**src/rtl/dut_capture_pkg.sv**
```systemverilog
// rtl/dut_capture_pkg.sv - shared state encoding and width helpers for the ADC capture packer
package dut_capture_pkg;

  typedef enum logic [1:0] {
    IDLE  = 2'd0,
    FILL  = 2'd1,
    DRAIN = 2'd2
  } cap_state_e;

  localparam int unsigned ADC_MAX_DATA_SIZE_DFLT = 16;
  localparam int unsigned BRAM_WORD_NUM_DFLT     = 16;

  // Packed output word width for a given sample width and lane count.
  function automatic int unsigned word_width(input int unsigned sample_w, input int unsigned lanes);
    return sample_w * lanes;
  endfunction

  // Lane counter width; lane count is a power of two, at least 2.
  function automatic int unsigned lane_width(input int unsigned lanes);
    return $clog2(lanes);
  endfunction

  localparam int unsigned WORD_W = word_width(ADC_MAX_DATA_SIZE_DFLT, BRAM_WORD_NUM_DFLT);
  localparam int unsigned LANE_W = lane_width(BRAM_WORD_NUM_DFLT);

endpackage

```
**src/rtl/dut_capture_hold.sv**
```systemverilog
// rtl/dut_capture_hold.sv - one-entry valid/ready holding register with drop detection
module dut_capture_hold
  import dut_capture_pkg::*;
#(
  parameter int unsigned WIDTH = WORD_W
) (
  input  logic             clk_i,
  input  logic             rst_ni,
  input  logic             clear_i,
  input  logic             load_i,
  input  logic [WIDTH-1:0] data_i,
  input  logic             ready_i,
  output logic             valid_o,
  output logic [WIDTH-1:0] data_o,
  output logic             drop_o
);

  logic             valid_q, valid_d;
  logic [WIDTH-1:0] data_q, data_d;
  logic             xfer;

  assign xfer   = valid_q & ready_i;
  // A new word can only land if the slot is empty or draining this edge.
  assign drop_o = load_i & valid_q & ~ready_i;

  // Next-state for the slot: clear wins, then load, then drain on transfer.
  always_comb begin
    valid_d = valid_q;
    data_d  = data_q;
    if (clear_i) begin
      valid_d = 1'b0;
    end else if (load_i && !drop_o) begin
      valid_d = 1'b1;
      data_d  = data_i;
    end else if (xfer) begin
      valid_d = 1'b0;
    end
  end

  // Slot registers; data only changes on an accepted load so it is stable while valid.
  always_ff @(posedge clk_i or negedge rst_ni) begin
    if (!rst_ni) begin
      valid_q <= 1'b0;
      data_q  <= '0;
    end else begin
      valid_q <= valid_d;
      data_q  <= data_d;
    end
  end

  assign valid_o = valid_q;
  assign data_o  = data_q;

endmodule

```
**src/rtl/dut_capture_format.sv**
```systemverilog
// rtl/dut_capture_format.sv - decimating ADC sample packer feeding the BRAM writer
module dut_capture_format
  import dut_capture_pkg::*;
#(
  parameter int unsigned ADC_MAX_DATA_SIZE = 16,
  parameter int unsigned BRAM_WORD_NUM     = 16,
  parameter int unsigned LEN_WIDTH         = 16,
  parameter int unsigned DEC_WIDTH         = 4
) (
  input  logic                                       dut_capture_clk,
  input  logic                                       dut_capture_reset_n,
  input  logic [ADC_MAX_DATA_SIZE-1:0]               dut_capture_data_in,
  input  logic                                       dut_capture_system_ready,
  input  logic                                       dut_capture_start,
  input  logic [LEN_WIDTH-1:0]                       dut_capture_len,
  input  logic [DEC_WIDTH-1:0]                       dut_capture_decimate,
  input  logic                                       dut_capture_bram_ready,
  output logic                                       dut_capture_bram_data_en,
  output logic [ADC_MAX_DATA_SIZE*BRAM_WORD_NUM-1:0] dut_capture_bram_data_out,
  output logic                                       dut_capture_busy,
  output logic                                       dut_capture_done,
  output logic                                       dut_capture_overflow
);

  localparam int unsigned WORD_BITS = word_width(ADC_MAX_DATA_SIZE, BRAM_WORD_NUM);
  localparam int unsigned LANE_BITS = lane_width(BRAM_WORD_NUM);
  localparam logic [LANE_BITS-1:0] LAST_LANE = LANE_BITS'(BRAM_WORD_NUM - 1);

  cap_state_e             state_q, state_d;
  logic [LEN_WIDTH-1:0]   len_q, len_d;
  logic [LEN_WIDTH-1:0]   word_cnt_q, word_cnt_d;
  logic [DEC_WIDTH-1:0]   dec_q, dec_d;
  logic [DEC_WIDTH-1:0]   dec_cnt_q, dec_cnt_d;
  logic [LANE_BITS-1:0]   lane_q, lane_d;
  logic [WORD_BITS-1:0]   pack_q, pack_d;
  logic                   full_q, full_d;
  logic                   overflow_q, overflow_d;
  logic                   done_q, done_d;

  logic                   hold_clear;
  logic                   hold_load;
  logic                   hold_valid;
  logic                   hold_drop;
  logic [WORD_BITS-1:0]   hold_data;

  // Control FSM, decimation/lane/word counters and sample packing.
  always_comb begin
    state_d    = state_q;
    len_d      = len_q;
    word_cnt_d = word_cnt_q;
    dec_d      = dec_q;
    dec_cnt_d  = dec_cnt_q;
    lane_d     = lane_q;
    pack_d     = pack_q;
    full_d     = 1'b0;
    overflow_d = overflow_q | hold_drop;
    done_d     = 1'b0;
    hold_clear = 1'b0;
    hold_load  = 1'b0;
    unique case (state_q)
      IDLE: begin
        if (dut_capture_start && dut_capture_system_ready) begin
          len_d      = dut_capture_len;
          dec_d      = dut_capture_decimate;
          dec_cnt_d  = '0;
          lane_d     = '0;
          word_cnt_d = '0;
          overflow_d = 1'b0;
          state_d    = (dut_capture_len == '0) ? DRAIN : FILL;
        end
      end
      FILL: begin
        if (!dut_capture_system_ready) begin
          hold_clear = 1'b1;
          state_d    = IDLE;
        end else begin
          // A word completed on the previous edge moves to the holding slot now.
          hold_load = full_q;
          dec_cnt_d = (dec_cnt_q == dec_q) ? '0 : dec_cnt_q + 1'b1;
          if (dec_cnt_q == '0) begin
            pack_d = {dut_capture_data_in, pack_q[WORD_BITS-1:ADC_MAX_DATA_SIZE]};
            lane_d = lane_q + 1'b1;
            if (lane_q == LAST_LANE) begin
              full_d     = 1'b1;
              word_cnt_d = word_cnt_q + 1'b1;
              if (word_cnt_d == len_q) begin
                state_d = DRAIN;
              end
            end
          end
        end
      end
      DRAIN: begin
        if (!dut_capture_system_ready) begin
          hold_clear = 1'b1;
          state_d    = IDLE;
        end else begin
          hold_load = full_q;
          if (!full_q && !hold_valid) begin
            done_d  = 1'b1;
            state_d = IDLE;
          end
        end
      end
      default: begin
        state_d = IDLE;
      end
    endcase
  end

  // State and datapath registers, cleared asynchronously.
  always_ff @(posedge dut_capture_clk or negedge dut_capture_reset_n) begin
    if (!dut_capture_reset_n) begin
      state_q    <= IDLE;
      len_q      <= '0;
      word_cnt_q <= '0;
      dec_q      <= '0;
      dec_cnt_q  <= '0;
      lane_q     <= '0;
      pack_q     <= '0;
      full_q     <= 1'b0;
      overflow_q <= 1'b0;
      done_q     <= 1'b0;
    end else begin
      state_q    <= state_d;
      len_q      <= len_d;
      word_cnt_q <= word_cnt_d;
      dec_q      <= dec_d;
      dec_cnt_q  <= dec_cnt_d;
      lane_q     <= lane_d;
      pack_q     <= pack_d;
      full_q     <= full_d;
      overflow_q <= overflow_d;
      done_q     <= done_d;
    end
  end

  dut_capture_hold #(
    .WIDTH(WORD_BITS)
  ) u_hold (
    .clk_i   (dut_capture_clk),
    .rst_ni  (dut_capture_reset_n),
    .clear_i (hold_clear),
    .load_i  (hold_load),
    .data_i  (pack_q),
    .ready_i (dut_capture_bram_ready),
    .valid_o (hold_valid),
    .data_o  (hold_data),
    .drop_o  (hold_drop)
  );

  assign dut_capture_bram_data_en  = hold_valid;
  assign dut_capture_bram_data_out = hold_data;
  assign dut_capture_busy          = (state_q != IDLE);
  assign dut_capture_done          = done_q;
  assign dut_capture_overflow      = overflow_q;

endmodule
```
**config.mk**
```make
export PLATFORM = sky130hd
export DESIGN_NAME = dut_capture_format
export DESIGN_NICKNAME = d
export VERILOG_FILES = /design/src/rtl/dut_capture_pkg.sv /design/src/rtl/dut_capture_hold.sv /design/src/rtl/dut_capture_format.sv
export SDC_FILE = /design/constraint.sdc
export NUM_CORES = 1
export LEC_CHECK = 0
export ABC_CLOCK_PERIOD_IN_PS = 2390
export CORE_MARGIN = 1
export CORE_UTILIZATION = 49
export CTS_CLUSTER_SIZE = 16
export DETAILED_ROUTE_END_ITERATION = 7
export PLACE_DENSITY_LB_ADDON = 0.08
export SLEW_MARGIN = 5
export SYNTH_ARGS = -nofsm -noshare
export SYNTH_HDL_FRONTEND = slang
export SYNTH_SLANG_ARGS = --single-unit
```
**constraint.sdc**
```tcl
create_clock -name dut_capture_clk -period 2.39 [get_ports dut_capture_clk]
set_input_delay 0.478 -clock dut_capture_clk [delete_from_list [all_inputs] [get_ports dut_capture_clk]]
set_output_delay 0.478 -clock dut_capture_clk [all_outputs]
set_load 0.02 [all_outputs]
```
==> out/qor.yml <==
timing:
  setup_violations: 0
  timing.final.ws_setup_ns: 0.0798
  slew_of_the_pin_with_the_lowest_slew_margin_ns: 0.664
  timing.hold.ws_ns: 0.405
  slew_headroom_pct: 55.8
  report.final.slew_viol_count: 0
  fin_crit_sh_pct: 96.7
  period_needed_ns: 2.31
  clock_skew_ns: 0.0116
  max_freq_mhz: 433
  timing.final.hold_violations: 0
global_route:
  use_met3_pct: 5.69
  global_route.usage.met1_pct: 31.5
  peak_usage_layer_in_the_global_routing_report: "met2"
  grtUsageMet2_pct: 36.8
  grt_start_max_net_pins: 138
  number_of_global_route_vias_before_repair: 14872
  grt-ovfl-total: 0
  global_route.usage.total_pct: 23.1
  grt_antenna_before_repair: 1
  wire_length_of_the_first_global_routing_pass_um: 81500
cells_and_area:
  multi_input_comb_area_um2: 7360
  areaGrowthSynthToFinish_pct: 27.6
  post-route-util_pct: 63.9
  drive_above_1_share_pct: 19.7
  final_nets: 2294
  register_area_um2: 14100
  layout.cell_area.non_filler_um2: 27800
  num_antenna_cells: 0
  final.fill_count: 3440
routing:
  route.detailed.drc: 0
  routedWlPerCell_um: 17.7
  drtAntennaViolNets: 0
  viasPerCell: 5.08
  detailroute.via_count: 14574
  drt-pass1-iter-count: 5
  wirelength_um: 50900
  dr.first_iter.drc_count: 968
floorplan:
  floorplan.core_area_um2: 43500
  placementRows: 76
  die_w_um: 213
  die-area_um2: 45300
  chipHeight_um: 213
  io_pins: 301
  floorplan.initialDensity_pct: 50.1
logic_synthesis:
  post_synth.cell_area_avg_um2: 11.4
  post_synth_inst_count: 1914
  postSynth.asyncResetShare_pct: 100
  seq_area_frac_synth_pct: 64.6
  synth_ff_type: "sky130_fd_sc_hd__dfrtp_1"
  post_synth_instance_area_um2: 21800
  synth_edf_count: 0
  yosys.cell_types.count: 42
  synth.net_count: 1962
  synth.yosys.warnings: 0
  synth.ff_latch_count: 562
power_and_ir_drop:
  power.leakage_uw: 0.0141
  power_switching_uw: 7270
  power_density_nw_per_um2: 888
  combinationalPowerShare_pct: 15.5
  p_sw_share_pct: 29.5
  power.sequential.fraction_pct: 50.1
  intPower_uw: 17400
  post-layout-total-power_uw: 24700
  p_clk_share_pct: 34.5
  vdd_ir_drop_max_mv: 0.579
worst_setup_path:
  crit_required_ns: 1.91
  worstPathArrival_ns: 1.83
  worst_setup_path_start_kind: "flip-flop"
  worst-r2r-setup-slack_ns: 0.12
  critical_register_to_register_path_endpoint: "word_cnt_q[14]$_DFFE_PN0P_"
  worst-setup-path-type: "flip-flop to primary output"
  reg2reg_from: "dec_cnt_q[0]$_DFFE_PN0P_"
  worstPathMaxFanout: 6
  reg2reg_depth: 9
  setup.worst_path.end_class: "primary output"
placement:
  dp_worst_setup_slack_ns: -0.0896
  place_hpwl_um: 34600
  gp_routability_congestion: 0.841
  placement.cell_area_um2: 25900
  port-buffer-count: 300
hold_path:
  hold_crit_endpoint: "pack_q[246]$_DFFE_PN0P_"
  cell_count_of_the_worst_hold_path: 3
  hold_path_class: "input pin to flip-flop"
  hold_path.startpoint: "dut_capture_data_in[6]"
cts:
  cts_inserted_buffers: 57
  cts_htree_levels: 2
  tritoncts_clock_tree: "yes"
  cts_root_buf: "sky130_fd_sc_hd__clkbuf_16"
  clock_sinks: 562
  clock_latency_ns: 0.60
  cts_buffer_depth: 3
  cts.clk_slew.worst_paths_ns: 0.06
run_status:
  result_of_the_run: "finished, final reports clean"
flow_run:
  timing.max_cap.violations: 0
## cells in the final DEF (no fill, tap or decap), drive strengths merged, types with 2 or more instances in the layout
master and instances:
a21oi 3, a31oi 3, buf 68, bufinv 2
clkbuf 83, clkdlybuf4s50 298, clkinv 12, dfrtp 562
ha 7, inv 9, mux2 278, mux2i 4
nand2 813, nand3 13, nand3b 2, nand4 9
nor2 17, nor2b 4, nor3 6, nor4 7
o21ai 30, o31ai 7, o41ai 2, or2 3
xnor2 20, xor2 10
## flip-flops by register name (all words and copies together), names as in the netlist
name	count
u_hold.data_o	256
dut_capture_overflow	1
dut_capture_done	1
lane_q	4
pack_q	256
full_q	1
dec_q	4
state_q	2
word_cnt_q	16
dec_cnt_q	4
u_hold.valid_o	1
len_q	16
## cell families after synthesis
family	after synthesis	share of synthesized area, %
AND/OR/NAND/NOR	878	15.9
flip-flops	562	64.6
multiplexers	282	14.6
buffers and inverters	105	1.91
AO/OA/AOI/OAI	50	1.46
XOR/XNOR	30	1.21
adder cells (fa/ha/maj)	7	0.402
## per-stage QoR
step,instances,setup TNS [ns]
finish,2869,0
global route,2869,-0.0144
CTS,2865,0
detailed placement,2767,-0.114
global placement,2767,0
floorplan,1914,0
## power by group through the flow
| stage | registers [uW] | logic [uW] | clock network [uW] |
|---|---|---|---|
| CTS | 12400 | 3840 | 8740 |
| finish | 12300 | 3820 | 8500 |
| global placement | 12500 | 3710 | 0 |
| global route | 12600 | 4400 | 9100 |
| floorplan | 12000 | 2590 | 0 |
| detailed placement | 12500 | 3820 | 0 |
## layout make-up
cell class                      instances  share of cell area (%)
Clock buffer                           83                    5.92
Clock inverter                         14                   0.473
Inverter                                9                   0.122
Multi-Input combinational cell       1248                    26.5
Sequential cell                       562                    50.6
Tap cell                              585                    2.63
Timing Repair Buffer                  368                    13.8
## Yosys cell counts, types with 2 or more instances
master	n	area share, %
sky130_fd_sc_hd__o21ai_0	18	0.41
sky130_fd_sc_hd__mux2i_1	4	0.18
sky130_fd_sc_hd__nor4_1	5	0.14
sky130_fd_sc_hd__o31ai_1	7	0.24
sky130_fd_sc_hd__inv_1	9	0.16
sky130_fd_sc_hd__or2_2	2	0.057
sky130_fd_sc_hd__buf_2	6	0.14
sky130_fd_sc_hd__ha_1	7	0.40
sky130_fd_sc_hd__nor2_1	17	0.29
sky130_fd_sc_hd__nand3b_1	2	0.069
sky130_fd_sc_hd__buf_6	2	0.10
sky130_fd_sc_hd__nor4_4	2	0.20
sky130_fd_sc_hd__a21oi_1	3	0.069
sky130_fd_sc_hd__nand3_1	12	0.28
sky130_fd_sc_hd__nand2_1	813	14
sky130_fd_sc_hd__xor2_1	10	0.40
sky130_fd_sc_hd__nor2b_1	4	0.11
sky130_fd_sc_hd__mux2_2	278	14
sky130_fd_sc_hd__clkbuf_1	88	1.5
sky130_fd_sc_hd__dfrtp_1	562	65
sky130_fd_sc_hd__xnor2_1	20	0.80
sky130_fd_sc_hd__nor3_1	4	0.092
sky130_fd_sc_hd__a31oi_1	3	0.086
sky130_fd_sc_hd__o21ai_1	10	0.23
sky130_fd_sc_hd__nand4_1	9	0.26
## worst max-delay path, cell delays in order, from the launching register on
cell,delay (ns)
sky130_fd_sc_hd__dfrtp_1,0.39
sky130_fd_sc_hd__inv_1,0.11
sky130_fd_sc_hd__ha_1,0.29
sky130_fd_sc_hd__inv_1,0.12
sky130_fd_sc_hd__dlygate4sd2_1,0.34
## routing by layer
metal	up-vias	wire length, um
met5	-	13
met4	2	1170
met3	76	3070
met2	320	24400
met1	7318	22200
li1	6858	-
## timing repair
action                     4_1_cts  5_1_grt
buffers inserted                 0        3
hold endpoints to repair        44        0
gates cloned                     0        1
resized for setup                1        8
setup endpoints to repair        1       11
hold buffers                     1        0
pin swaps                        0        5
## worst max path at each step
stage	startpoint	to
2_1_floorplan	dec_cnt_q[0]$_DFFE_PN0P_	word_cnt_q[9]$_DFFE_PN0P_
3_3_place_gp	dut_capture_system_ready	word_cnt_q[14]$_DFFE_PN0P_
3_5_place_dp	dut_capture_system_ready	state_q[0]$_DFFE_PN0P_
4_1_cts	state_q[1]$_DFFE_PN0P_	dut_capture_busy
5_1_grt	state_q[0]$_DFFE_PN0P_	state_q[0]$_DFFE_PN0P_
6_report	state_q[1]$_DFFE_PN0P_	dut_capture_busy
Power figures use the tool's default switching activity.
